### config.mk
export PLATFORM = sky130hd
export DESIGN_NAME = fsm_dispatch
export DESIGN_NICKNAME = d
export VERILOG_FILES = /design/src/rtl/ctrl_pkg.sv /design/src/rtl/opclass_decode.sv /design/src/rtl/fsm_dispatch.sv
export SDC_FILE = /design/constraint.sdc
export NUM_CORES = 1
export LEC_CHECK = 0
export ABC_AREA = 1
export BUFFER_PORTS_ARGS = -buffer_cell sky130_fd_sc_hd__buf_2
export CELL_PAD_IN_SITES_DETAIL_PLACEMENT = 0
export CELL_PAD_IN_SITES_GLOBAL_PLACEMENT = 1
export CORE_MARGIN = 2
export CORE_UTILIZATION = 39
export CTS_BUF_LIST = sky130_fd_sc_hd__clkbuf_8
export DETAILED_ROUTE_END_ITERATION = 10
export PLACE_DENSITY = 0.91
export SYNTH_ARGS = -nofsm -noshare
export SYNTH_HDL_FRONTEND = slang
export SYNTH_SLANG_ARGS = --single-unit
### constraint.sdc
create_clock -name clk -period 3.4 [get_ports clk]
set_clock_uncertainty 0.05 [all_clocks]
set_input_delay 0.68 -clock clk [delete_from_list [all_inputs] [get_ports clk]]
set_output_delay 0.68 -clock clk [all_outputs]
set_load 0.05 [all_outputs]
### src/rtl/ctrl_pkg.sv
// Shared Control Unit definitions: opcodes, FSM class indices, dispatcher
// state encoding and the class-to-one-hot helper.
package ctrl_pkg;

  localparam int unsigned N_FSM = 8;

  // RV32/RV64 major opcodes (insn[6:0])
  localparam logic [6:0] OP_OP      = 7'b0110011;
  localparam logic [6:0] OP_OP32    = 7'b0111011;
  localparam logic [6:0] OP_IMM     = 7'b0010011;
  localparam logic [6:0] OP_IMM32   = 7'b0011011;
  localparam logic [6:0] OP_AUIPC   = 7'b0010111;
  localparam logic [6:0] OP_LOAD    = 7'b0000011;
  localparam logic [6:0] OP_STORE   = 7'b0100011;
  localparam logic [6:0] OP_BRANCH  = 7'b1100011;
  localparam logic [6:0] OP_JAL     = 7'b1101111;
  localparam logic [6:0] OP_JALR    = 7'b1100111;
  localparam logic [6:0] OP_LUI     = 7'b0110111;
  localparam logic [6:0] OP_LOADFP  = 7'b0000111;
  localparam logic [6:0] OP_STOREFP = 7'b0100111;
  localparam logic [6:0] OP_FP      = 7'b1010011;
  localparam logic [6:0] OP_FMADD   = 7'b1000011;
  localparam logic [6:0] OP_FMSUB   = 7'b1000111;
  localparam logic [6:0] OP_FNMSUB  = 7'b1001011;
  localparam logic [6:0] OP_FNMADD  = 7'b1001111;

  // Specialised FSM indices
  localparam logic [2:0] CLS_ALU    = 3'd0;
  localparam logic [2:0] CLS_LOAD   = 3'd1;
  localparam logic [2:0] CLS_STORE  = 3'd2;
  localparam logic [2:0] CLS_BRANCH = 3'd3;
  localparam logic [2:0] CLS_JUMP   = 3'd4;
  localparam logic [2:0] CLS_LUI    = 3'd5;
  localparam logic [2:0] CLS_FPMEM  = 3'd6;
  localparam logic [2:0] CLS_FPOP   = 3'd7;

  // Dispatcher states
  localparam logic [2:0] ST_IDLE      = 3'd0;
  localparam logic [2:0] ST_FETCH     = 3'd1;
  localparam logic [2:0] ST_WAIT_MEM  = 3'd2;
  localparam logic [2:0] ST_DECODE    = 3'd3;
  localparam logic [2:0] ST_ISSUE     = 3'd4;
  localparam logic [2:0] ST_WAIT_DONE = 3'd5;
  localparam logic [2:0] ST_TRAP      = 3'd6;

  function automatic logic [N_FSM-1:0] cls_onehot(input logic [2:0] c);
    logic [N_FSM-1:0] v;
    v    = '0;
    v[c] = 1'b1;
    return v;
  endfunction

endpackage

### src/rtl/opclass_decode.sv
// Maps a major opcode to the index of the FSM that executes it.
module opclass_decode
  import ctrl_pkg::*;
(
  input  logic [6:0] insn,
  output logic [2:0] cls,
  output logic       valid
);

  // Opcode-to-class lookup; anything unlisted is undecodable
  always_comb begin
    cls   = CLS_ALU;
    valid = 1'b1;
    case (insn)
      OP_OP, OP_OP32, OP_IMM, OP_IMM32, OP_AUIPC: cls = CLS_ALU;
      OP_LOAD:                                    cls = CLS_LOAD;
      OP_STORE:                                   cls = CLS_STORE;
      OP_BRANCH:                                  cls = CLS_BRANCH;
      OP_JAL, OP_JALR:                            cls = CLS_JUMP;
      OP_LUI:                                     cls = CLS_LUI;
      OP_LOADFP, OP_STOREFP:                      cls = CLS_FPMEM;
      OP_FP, OP_FMADD, OP_FMSUB, OP_FNMSUB, OP_FNMADD: cls = CLS_FPOP;
      default:                                    valid = 1'b0;
    endcase
  end

endmodule

### src/rtl/fsm_dispatch.sv
// Control Unit top sequencer: fetch, classify, start one FSM, wait for its
// done, count retirements, and trap on illegal opcodes or watchdog expiry.
module fsm_dispatch
  import ctrl_pkg::*;
#(
  parameter int unsigned TIMEOUT = 64,
  parameter int unsigned CNT_W   = 32
) (
  input  logic             clk,
  input  logic             reset,
  input  logic             run,
  output logic             fetch_start,
  input  logic             mem_ready,
  input  logic [31:0]      mem_insn,
  output logic [31:0]      insn,
  output logic [N_FSM-1:0] start,
  input  logic [N_FSM-1:0] done,
  output logic [2:0]       sel_fsm,
  output logic             busy,
  output logic             illegal,
  output logic             timeout,
  output logic             spurious,
  output logic [CNT_W-1:0] retired
);

  localparam int unsigned     WD_W    = $clog2(TIMEOUT);
  localparam logic [WD_W-1:0] WD_LAST = WD_W'(TIMEOUT - 1);

  logic [2:0]       r_state;
  logic [31:0]      r_insn;
  logic [2:0]       r_sel;
  logic             r_illegal;
  logic             r_timeout;
  logic             r_spurious;
  logic [CNT_W-1:0] r_retired;
  logic [WD_W-1:0]  r_wdog;

  logic [2:0]       w_cls;
  logic             w_valid;
  logic [N_FSM-1:0] w_sel_hot;
  logic             w_done_own;
  logic             w_done_other;

  opclass_decode u_dec (
    .insn  (r_insn[6:0]),
    .cls   (w_cls),
    .valid (w_valid)
  );

  // Split incoming done pulses into the owner's and everyone else's
  always_comb begin
    w_sel_hot    = cls_onehot(r_sel);
    w_done_own   = |(done & w_sel_hot);
    w_done_other = |(done & ~w_sel_hot);
  end

  // Dispatcher state machine, instruction register, watchdog and flags
  always_ff @(posedge clk or posedge reset) begin
    if (reset) begin
      r_state    <= ST_IDLE;
      r_insn     <= '0;
      r_sel      <= '0;
      r_illegal  <= 1'b0;
      r_timeout  <= 1'b0;
      r_spurious <= 1'b0;
      r_retired  <= '0;
      r_wdog     <= '0;
    end else begin
      case (r_state)
        ST_IDLE: begin
          if (run) r_state <= ST_FETCH;
        end
        ST_FETCH: begin
          r_state <= ST_WAIT_MEM;
        end
        ST_WAIT_MEM: begin
          if (mem_ready) begin
            r_insn  <= mem_insn;
            r_state <= ST_DECODE;
          end
        end
        ST_DECODE: begin
          if (w_valid && (r_insn[1:0] == 2'b11)) begin
            r_sel   <= w_cls;
            r_state <= ST_ISSUE;
          end else begin
            r_illegal <= 1'b1;
            r_state   <= ST_TRAP;
          end
        end
        ST_ISSUE: begin
          r_wdog  <= '0;
          r_state <= ST_WAIT_DONE;
        end
        ST_WAIT_DONE: begin
          if (w_done_other) r_spurious <= 1'b1;
          // completion is checked first so a done on the last watchdog cycle still retires
          if (w_done_own) begin
            r_retired <= r_retired + CNT_W'(1);
            r_state   <= run ? ST_FETCH : ST_IDLE;
          end else if (r_wdog == WD_LAST) begin
            r_timeout <= 1'b1;
            r_state   <= ST_TRAP;
          end else begin
            r_wdog <= r_wdog + WD_W'(1);
          end
        end
        ST_TRAP: begin
          r_state <= ST_TRAP;
        end
        default: begin
          r_state <= ST_IDLE;
        end
      endcase
    end
  end

  // Strobes and status decoded from state and registers only
  always_comb begin
    fetch_start = (r_state == ST_FETCH);
    start       = (r_state == ST_ISSUE) ? w_sel_hot : '0;
    busy        = (r_state != ST_IDLE) && (r_state != ST_TRAP);
    insn        = r_insn;
    sel_fsm     = r_sel;
    illegal     = r_illegal;
    timeout     = r_timeout;
    spurious    = r_spurious;
    retired     = r_retired;
  end

endmodule

Word-level counts from Yosys, hierarchy flattened
Cells that the tools add are included.
{"block": "op_classes", "n_addsub": 2, "magnitude_cmp": 2, "n_eq_ne": 32, "mux": 15, "n_bitwise": 5, "reduce_logical": 20}
{"op": "7-bit equality test, second input constant", "n": 8}
{"op": "3-bit case mux with 7 select lines", "n": 2}
{"op": "7-bit by 6-bit equality test with 1-bit output, second input constant", "n": 5}
{"op": "32-bit by 1-bit adder with 32-bit output, second input constant", "n": 1}
{"op": "7-bit by 5-bit equality test with 1-bit output, second input constant", "n": 3}
{"op": "18-bit OR reduction", "n": 1}
{"op": "8-bit AND", "n": 2}
{"op": "8-bit OR reduction", "n": 2}
{"op": "3-bit two-way mux", "n": 4}
{"op": "6-bit two-way mux", "n": 2}
{"op": "6-bit case mux with 2 select lines", "n": 1}
{"op": "2-bit AND reduction", "n": 5}
{"op": "3-bit equality test, second input constant", "n": 3}
{"op": "3-bit AND reduction", "n": 3}
{"op": "8-bit two-way mux", "n": 1}
{"op": "2-bit inequality test, second input constant", "n": 4}
{"op": "8-bit inverter", "n": 1}
{"op": "7-bit by 2-bit equality test with 1-bit output, second input constant", "n": 1}
{"op": "7-bit by 3-bit equality test with 1-bit output, second input constant", "n": 1}
{"op": "6-bit by 1-bit adder with 6-bit output, second input constant", "n": 1}
{"op": "3-bit by 2-bit equality test with 1-bit output, second input constant", "n": 2}
{"op": "6-bit equality test, second input constant", "n": 1}
{"op": "3-bit inequality test, second input constant", "n": 2}
{"op": "5-bit OR reduction", "n": 1}
{"op": "other kinds (13)", "n": 19}
{"block": "word_totals", "regBits": 79, "inputBits": 44, "word_cells": 84}

Depth between registers and ports, before layout
Gate-level depths: netlist (run 1).
{"block": "logic_depth", "depth_word": 8, "depth_mapped": 11}

Hierarchy
Synthesis (run 1) repeated with hierarchy kept, for this count alone.
{"block": "unflattened", "cells_unflattened": 526, "area_unflattened_um2": 4398.0}
{"module": "fsm_dispatch", "n_inst": 1, "cells_per_inst": 475, "area_each_um2": 4135.2, "seq_area_each_um2": 1976.9}
{"module": "opclass_decode", "n_inst": 1, "cells_per_inst": 51, "area_each_um2": 262.8, "seq_area_each_um2": 0.0}

Least setup slack after synthesis (run 1)
OpenSTA, ideal clock, no wires.
{"block": "synth_timing", "kind": "flip-flop to output port", "start": "register r_sel[2] (netlist: sel_fsm[2])", "end": "output start[3]", "arrival_ns": 1.650, "path_slack_ns": 1.020, "stages_incl_launch_ff": 5, "path_buffers": 1, "cell_sequence": "dfrtp_1 > buf_4 > inv_1 > nand3_1 > nor2_1"}
{"block": "synth_between", "elab_chain_len": 5}
{"element": "start, declared", "line": "fsm_dispatch.sv:31", "rtl": "logic [2:0] r_sel;"}
{"element": "start signal, assigned", "line": "fsm_dispatch.sv:84", "rtl": "r_sel <= w_cls;"}
{"element": "3-bit by 4-bit < comparator with 1-bit output (implied by the code) / 3-bit by 1-bit greater-or-equal comparator with 1-bit output (equally long branches)", "line": "ctrl_pkg.sv:49", "rtl": "v[c] = 1'b1;"}
{"element": "1-bit logical AND (implied by the code)", "line": "ctrl_pkg.sv:49"}
{"element": "1-bit two-way mux (implied by the code)", "line": "ctrl_pkg.sv:49"}
{"element": "1-bit demux with 3-bit select (*)", "line": "ctrl_pkg.sv:49"}
{"element": "8-bit two-way mux (*)", "line": "fsm_dispatch.sv:121", "rtl": "start = (r_state == ST_ISSUE) ? w_sel_hot : '0;"}
{"element": "end, declared", "line": "fsm_dispatch.sv:16", "rtl": "output logic [N_FSM-1:0] start,"}
Every way passes the cells marked *; elsewhere a longest branch is shown, timed or not.

Worst setup path in the final report (run 1)
{"block": "layout_timing", "start": "register r_state[1]", "end": "output start[4]"}
{"block": "layout_between", "elab_chain_len": 2}
{"element": "start, declared", "line": "fsm_dispatch.sv:29", "rtl": "logic [2:0] r_state;"}
{"element": "start signal, assigned", "line": "fsm_dispatch.sv:100", "rtl": "r_state <= run ? ST_FETCH : ST_IDLE;"}
{"element": "3-bit equality test", "line": "fsm_dispatch.sv:121"}
{"element": "8-bit two-way mux", "line": "fsm_dispatch.sv:121"}
Every way passes these cells.

==> metrics.csv, run 1 <==
metric;value;unit
outcome;finished clean;
crit path kind;flop to output pin;
clock tree from TritonCTS;done;
Worst EP required;2.67;ns
Detail Placement HPWL;8490;µm
vias per cell;4.80;
Rows;39;
Resize count post-CTS;0;
Syn-to-layout area delta;20.5;%
Core Util, Final;47.7;%
total grt overflow;0;
Seq/Total Area, Yosys;44.1;%
Post-Syn Area;4480;µm²
worst path bufs/invs;2;
max layer used;met4;
Num Clock Sinks;79;
post-synth top area share;44.1;%
flops & latches, synth;79;
Worst Setup End Kind;output pin;
most frequent cells in the layout;nand2_1 (174), buf_2 (123), dfrtp_1 (79);
Async SR Flop Fraction;100;%
global-route wire length before repair;18400;µm
final-stage net count;721;
max cap viols;0;
DRT iter0 DRCs;246;
CTS root buffer;clkbuf_8;
Synth area leader;dfrtp_1;
Clock transition at path regs;0.09;ns
CTS max path bufs;2;
final setup violation count;0;
share of layout cells above drive strength 1;28.8;%
Die Wd;111;µm
DRT Pass-1 Iters;5;
Post-Syn Instances;552;
RSZ-0062 raised after global routing;no;
Netlist cell types;34;
crit path DAT;1.73;ns
maximum clock frequency;406;MHz
EDFF count, synth;0;
worst path cell trace;inv_2, nand3_1, nor2_1, buf_2;
delay-heaviest family, CP;simple AND/OR/NAND/NOR gates;
setup TNS;0;ns
Power Total;1.75;mW
crit start category;flop;
P per Cell Area;324;nW/µm²
min cycle time layout;2.46;ns
Starting Density;39.6;%
initial antenna violation count;0;
R2R Path Start;sel_fsm[0];
Core ar.;11300;µm²
die height;111;µm
diode count;0;
Synth Flop Type;dfrtp_1;
Pleak;2.92;nW
vias in the first global route;3823;
DR DRC count;0;
R2R cell count;9;
filler instances;1132;
syn avg cell area;8.12;µm²
Crit path depth;4;
remaining antenna violation count after routing;0;
WL met1;5120;µm
CP max stage delay;0.46;ns
Final Cycle Share;72.4;%
Max IR drop VDD;202;µV
Hold WC Path Type;input pin to asynchronous set/reset pin;
pre-CTS WS;1.12;ns
final slew viol count;0;
Critical path origin;r_state[1];
syn nets;598;
setup bufs post-CTS;0;
worst setup margin;0.937;ns
Die ar.;12400;µm²
Routed WL;11100;µm
met3 WL;549;µm
htree depth;3;
Slew @ Worst Pin;0.963;ns
DR vias;3949;
GR Util All Layers;18.4;%
Area contributors post-synth;dfrtp_1 (44%), nand2_1 (15%), mux2_4 (6.7%), nor2_1 (6.4%), inv_1 (3.8%);
met2 routed WL;5300;µm
relative slew slack;35.6;%
Routed WL per cell;13.5;µm
Hold Fails Final Rpt;0;
worst-skew pair later-pin latency;0.36;ns
CTS Hold Bufs;0;
Slowest-stage cell, CP;dfrtp_1;
Max FO, Critical Path;8;
largest net degree at the start of global routing;37;
most common cell after layout, fill and taps aside;nand2_1;
cts bufs inserted;9;
Port Buffers;123;
I/O Pins;124;
smallest hold slack;0.250;ns
total of warnings raised by yosys;0;
Placer Congestion;0.903;
-- metrics by stage --
stage          instance area [µm²]  std cells
3_5_place_dp                  5180        807
3_3_place_gp                  5180        807
6_report                      5400        823
4_1_cts                       5400        823
2_1_floorplan                 4480        552
5_1_grt                       5400        823
-- routing by layer --
layer  track usage (%)  vias up
met5                 0        -
met4              6.91        0
met3              3.55       11
met2              30.0       95
met1              24.3     1846
li1                  -     1997
-- flip-flops by register name (all words and copies together) (netlist names) --
register,cells
illegal,1
insn,32
r_state,3
r_wdog,6
retired,32
sel_fsm,3
spurious,1
timeout,1
-- cells in the mapped netlist (2+ instances only) --
cell        n
or2_2       4
xnor2_1     6
o21ai_1    13
nand4_1     9
o21ai_0     5
o21bai_1    2
xor2_1     18
dfrtp_1    79
o21ai_2     4
nor3_1     15
a21oi_1     9
nand2_1   174
nand2_2     3
inv_1      45
mux2_4     20
xor2_2      2
buf_6       5
ha_1        2
mux2_2      8
nor2_4      2
buf_2       4
buf_4       4
nor2_1     76
nand3_1    29
inv_2       5
-- power by group --
group,internal (mW),total (mW),switching [mW]
combinational,0.0215,0.0516,0.0301
sequential,0.939,0.939,0
clock,0.371,0.760,0.389
-- worst register-to-register path: cells and delay by family (launching register included) --
family | cells | cell delay, ns
buf+inv | 2 | 0.47
simple gates | 6 | 0.91
compound gates | 1 | 0.07
flops | 1 | 0.57
-- final timing paths --
path	to	slack (ns)
worst max-delay path	start[4]	0.94
worst min-delay path	insn[23]	0.25
worst max register to register	retired[9]	1.19
worst min register to register	illegal	0.42
max in group asynchronous	insn[19]	2.33
min in group clk	illegal	0.42
-- logic make-up (layout without fill, tap and decap cells) --
group	Yosys count	after routing	share of synthesized area [%]
muxes	28	28	8.71
DFF	79	79	44.1
adders and majority gates	2	2	0.558
AOI/OAI and AO/OA	36	36	4.69
xor gates and xnor gates	26	26	5.42
buffers and inverters	63	191	6.56
and+or+nand+nor	318	318	29.9
-- final cells by class --
class,instances,area [µm²],area share [%]
Sequential cell,79,1980,36.6
Clock inverter,6,75.1,1.39
Tap cell,143,179,3.31
Clock buffer,10,138,2.55
Multi-Input combinational cell,410,2210,40.9
Timing Repair Buffer,125,631,11.7
Inverter,50,189,3.50
Power figures use the tool's default switching activity.
==> inputs of run 2 (changes only) <==
==> constraint.sdc (replaced) <==
create_clock -name clk -period 2.5 [get_ports clk]
set_clock_uncertainty 0.05 [all_clocks]
set_input_delay 0.5 -clock clk [delete_from_list [all_inputs] [get_ports clk]]
set_output_delay 0.5 -clock clk [all_outputs]
set_load 0.05 [all_outputs]
==> run 2 against run 1 <==
  * Sequential power up 36%
  * Worst setup slack worse by 0.69 ns
  * Routed wire length shrank 2.4%
  * Power rose by 39%
  * Register-to-register slack got worse by 0.77 ns
  * Global-route usage shrank 0.58 points
  * Via count up 0.68%
  * Final cell count rose by 0.49%
  * Final area is 1.3% higher
  * Sequential cell count stayed put
  * Count of clock-buffer cells in the layout down 1
  * Largest cell class unchanged
  * Highest routed layer unchanged
==> metrics.csv, run 2 (synthesized netlist as in run 1, its figures left out) <==
metric;value;unit
R2R cell count;9;
Max IR drop VDD;343;µV
CTS Hold Bufs;0;
Num Clock Sinks;79;
Rows;39;
Port Buffers;123;
maximum clock frequency;444;MHz
crit path DAT;1.70;ns
DR DRC count;0;
final setup violation count;0;
Core ar.;11300;µm²
Routed WL;10900;µm
cts bufs inserted;9;
most common cell after layout, fill and taps aside;nand2_1;
crit path kind;flop to output pin;
Power Total;2.44;mW
Slew @ Worst Pin;0.885;ns
register area;1980;µm²
DRT Pass-1 Iters;4;
Placer Congestion;0.901;
R2R Path End;retired[5];
min cycle time layout;2.25;ns
Worst EP required;1.95;ns
Reg2Reg Setup Slack;0.42;ns
diode count;0;
Resize count post-CTS;0;
Die Wd;111;µm
RSZ-0062 raised after global routing;no;
global-route wire length before repair;18000;µm
Final Cycle Share;90.2;%
Max FO, Critical Path;10;
I/O Pins;124;
CTS root buffer;clkbuf_8;
die height;111;µm
total grt overflow;0;
Detail Placement HPWL;8370;µm
setup bufs post-CTS;0;
vias per cell;4.81;
worst-skew pair later-pin latency;0.36;ns
P per Cell Area;446;nW/µm²
smallest hold slack;0.259;ns
relative slew slack;40.9;%
htree depth;3;
Starting Density;39.6;%
filler instances;1131;
Clock transition at path regs;0.09;ns
outcome;finished clean;
Hold WC Path Type;input pin to asynchronous set/reset pin;
remaining antenna violation count after routing;0;
multi-input gate area in the final layout;2210;µm²
most frequent cells in the layout;nand2_1 (174), buf_2 (123), dfrtp_1 (79);
final slew viol count;0;
DR vias;3976;
CP Capture Point;start[5];
Worst Setup End Kind;output pin;
DRT iter0 DRCs;187;
vias in the first global route;3744;
largest net degree at the start of global routing;41;
final-stage net count;725;
clock tree from TritonCTS;done;
setup TNS;0;ns
Critical path origin;r_state[2];
CTS max path bufs;2;
crit start category;flop;
initial antenna violation count;0;
Die ar.;12400;µm²
R2R Path Start;sel_fsm[1];
Syn-to-layout area delta;22.1;%
Post-Layout Cell Count;827;
dpl cells;811;
max cap viols;0;
GR Util All Layers;17.8;%
share of layout cells above drive strength 1;29.2;%
Hold Fails Final Rpt;0;
Routed WL per cell;13.1;µm
Pleak;2.95;nW
[run 2: worst min-delay path by stage]
| stage | cells past startpoint | endpoint |
|---|---|---|
| 6_report | 2 | insn[24] |
| 4_1_cts | 2 | insn[24] |
| 5_1_grt | 2 | insn[25] |
| 3_5_place_dp | 2 | illegal |
| 2_1_floorplan | 2 | r_wdog[1] |
| 3_3_place_gp | 2 | illegal |
[run 2: per-stage QoR]
stage                     setup WS, ns  instance area (µm²)  utilization [%]
after global routing             0.117                 5470             48.3
after detailed placement         0.441                 5240             46.3
after CTS                        0.196                 5470             48.3
after floorplan                  0.244                 4480                -
final                            0.246                 5470             48.3
after global placement           0.534                 5240             46.3
[run 2: metal layers]
| metal | share of wire (%) | GRT usage, % |
|---|---|---|
| met5 | 0 | 0 |
| met4 | 1.6 | 5.60 |
| met3 | 5.5 | 4.21 |
| met2 | 47 | 28.0 |
| met1 | 46 | 24.3 |
[run 2: worst max-delay path, cell delays in order (launching register included)]
cell,delay (ns)
dfrtp_1,0.54
nand3_1,0.33
nor2_1,0.19
buf_2,0.28
[run 2: where the power goes]
part	total, mW	internal (mW)	switching (mW)	leakage [nW]
clock network	1.09	0.573	0.517	0.110
logic	0.0729	0.0316	0.0413	1.83
registers	1.28	1.28	0	1.01
total	2.44	1.88	0.559	2.95
[run 2: cell type report]
class	count	share of cell area [%]
Multi-Input combinational cell	410	40.4
Sequential cell	79	36.1
Timing Repair Buffer	129	12.5
Inverter	50	3.50
Tap cell	143	3.27
Clock buffer	9	2.26
Clock inverter	7	1.88
==> inputs of run 3 (changes only) <==
--- a/config.mk
+++ b/config.mk
@@ -10,10 +10,10 @@
 export CELL_PAD_IN_SITES_DETAIL_PLACEMENT = 0
 export CELL_PAD_IN_SITES_GLOBAL_PLACEMENT = 1
 export CORE_MARGIN = 2
-export CORE_UTILIZATION = 39
-export CTS_BUF_LIST = sky130_fd_sc_hd__clkbuf_8
+export CORE_UTILIZATION = 38
 export DETAILED_ROUTE_END_ITERATION = 10
-export PLACE_DENSITY = 0.91
+export GPL_TIMING_DRIVEN = 0
+export PLACE_DENSITY = 0.89
 export SYNTH_ARGS = -nofsm -noshare
 export SYNTH_HDL_FRONTEND = slang
 export SYNTH_SLANG_ARGS = --single-unit
==> run 3 against run 2 <==
  * Critical path depth rose by 1
  * Sequential power about the same
  * Final cell count grew 1.1%
  * Via count grew 1.9%
  * Routed wire length grew 3.5%
  * Count of clock-buffer cells in the layout unchanged
  * Critical endpoint is now start[4]
  * Largest cell class unchanged
==> metrics.csv, run 3 (synthesized netlist as in run 1, its figures left out) <==
metric;value;unit
met2 routed WL;5170;µm
Worst EP required;1.95;ns
Critical path origin;r_state[1];
largest net degree at the start of global routing;36;
Resize count post-CTS;0;
max layer used;met4;
Rows;39;
Routed WL;11200;µm
Pleak;3.05;nW
vias per cell;4.85;
R2R Path Start;sel_fsm[1];
Die Wd;113;µm
most frequent cells in the layout;nand2_1 (174), buf_2 (127), dfrtp_1 (79);
clock share of power;51.8;%
max cap viols;0;
dpl cells;820;
DRT Pass-1 Iters;5;
Hold WC Path Type;input pin to asynchronous set/reset pin;
WL met1;5230;µm
pre-CTS WS;0.628;ns
CTS Hold Bufs;0;
most common cell after layout, fill and taps aside;nand2_1;
Max FO, Critical Path;8;
Starting Density;39.1;%
CTS max path bufs;2;
RSZ-0062 raised after global routing;no;
crit path kind;flop to output pin;
maximum clock frequency;453;MHz
outcome;finished clean;
final setup violation count;0;
worst-skew pair later-pin latency;0.34;ns
CTS root buffer;clkbuf_16;
total grt overflow;0;
Detail Placement HPWL;8760;µm
Worst Setup End Kind;output pin;
Core ar.;11500;µm²
worst path cell trace;inv_2, nand3_1, nor2_1, buf_2;
I/O Pins;124;
Routed WL per cell;13.4;µm
GR Util All Layers;18.4;%
final-stage net count;734;
crit start category;flop;
Hold Fails Final Rpt;0;
final slew viol count;0;
Sw Pwr;608;µW
cts bufs inserted;9;
worst path bufs/invs;2;
min cycle time layout;2.21;ns
Syn-to-layout area delta;26.1;%
CP max stage delay;0.45;ns
met3 WL;642;µm
Slew @ Worst Pin;0.424;ns
vias in the first global route;3913;
Core Util, Final;49.3;%
Die ar.;12700;µm²
relative slew slack;71.5;%
crit path DAT;1.66;ns
DR vias;4053;
P per Cell Area;497;nW/µm²
Slowest-stage cell, CP;dfrtp_1;
setup TNS;0;ns
Port Buffers;123;
Final Cycle Share;88.2;%
Num Clock Sinks;79;
Post-Layout Cell Count;836;
remaining antenna violation count after routing;0;
power share of the combinational group;2.7;%
die height;113;µm
Placer Congestion;0.886;
share of layout cells above drive strength 1;30.2;%
initial antenna violation count;0;
register share of total power;45.5;%
Clock transition at path regs;0.07;ns
DRT iter0 DRCs;177;
Sw Share;21.7;%
DR DRC count;0;
worst setup margin;0.294;ns
Max IR drop VDD;287;µV
global-route wire length before repair;18800;µm
clock tree from TritonCTS;done;
delay-heaviest family, CP;simple AND/OR/NAND/NOR gates;
internal power;2.20;mW
diode count;0;
setup bufs post-CTS;0;
htree depth;3;
run 3: stage by stage:
step           power, mW  area, µm²  hold slack, ns
6_report            2.81       5650          0.0857
5_1_grt             2.90       5650           0.114
4_1_cts             2.84       5650           0.103
3_5_place_dp        1.38       5320           0.404
3_3_place_gp        1.37       5280           0.397
2_1_floorplan       1.33       4480           0.432
run 3: cell type report:
type / instances / area [µm²]
Clock inverter: 7 / 104
Inverter: 50 / 191
Multi-Input combinational cell: 410 / 2210
Clock buffer: 9 / 225
Sequential cell: 79 / 1980
Buffer: 13 / 106
Fill cell: 1107 / 5820
Tap cell: 143 / 179
Timing Repair Buffer: 125 / 656
run 3: worst paths after layout:
| check | endpoint | slack [ns] | cells after the start |
|---|---|---|---|
| worst max-delay path | start[4] | 0.29 | 4 |
| min in group clk | insn[26] | 0.34 | 2 |
| worst max register to register | retired[5] | 0.71 | 11 |
| worst min-delay path | insn[29] | 0.09 | 2 |
| worst min register to register | illegal | 0.42 | 2 |
| max in group asynchronous | retired[17] | 1.59 | 4 |
run 3: per-layer routing:
layer  global-route usage, %  up-vias
met2                    28.4      112
met1                    25.0     1897
li1                        -     2030
met3                    4.81       14
met4                    6.83        0
met5                       0        -
run 3: power groups by stage:
stage / logic (mW) / registers [mW] / clock network, mW
after global routing: 0.0876 / 1.28 / 1.54
after floorplan: 0.0262 / 1.30 / 0
after global placement: 0.0682 / 1.30 / 0
after detailed placement: 0.0794 / 1.30 / 0
final: 0.0759 / 1.28 / 1.45
after CTS: 0.0795 / 1.28 / 1.48
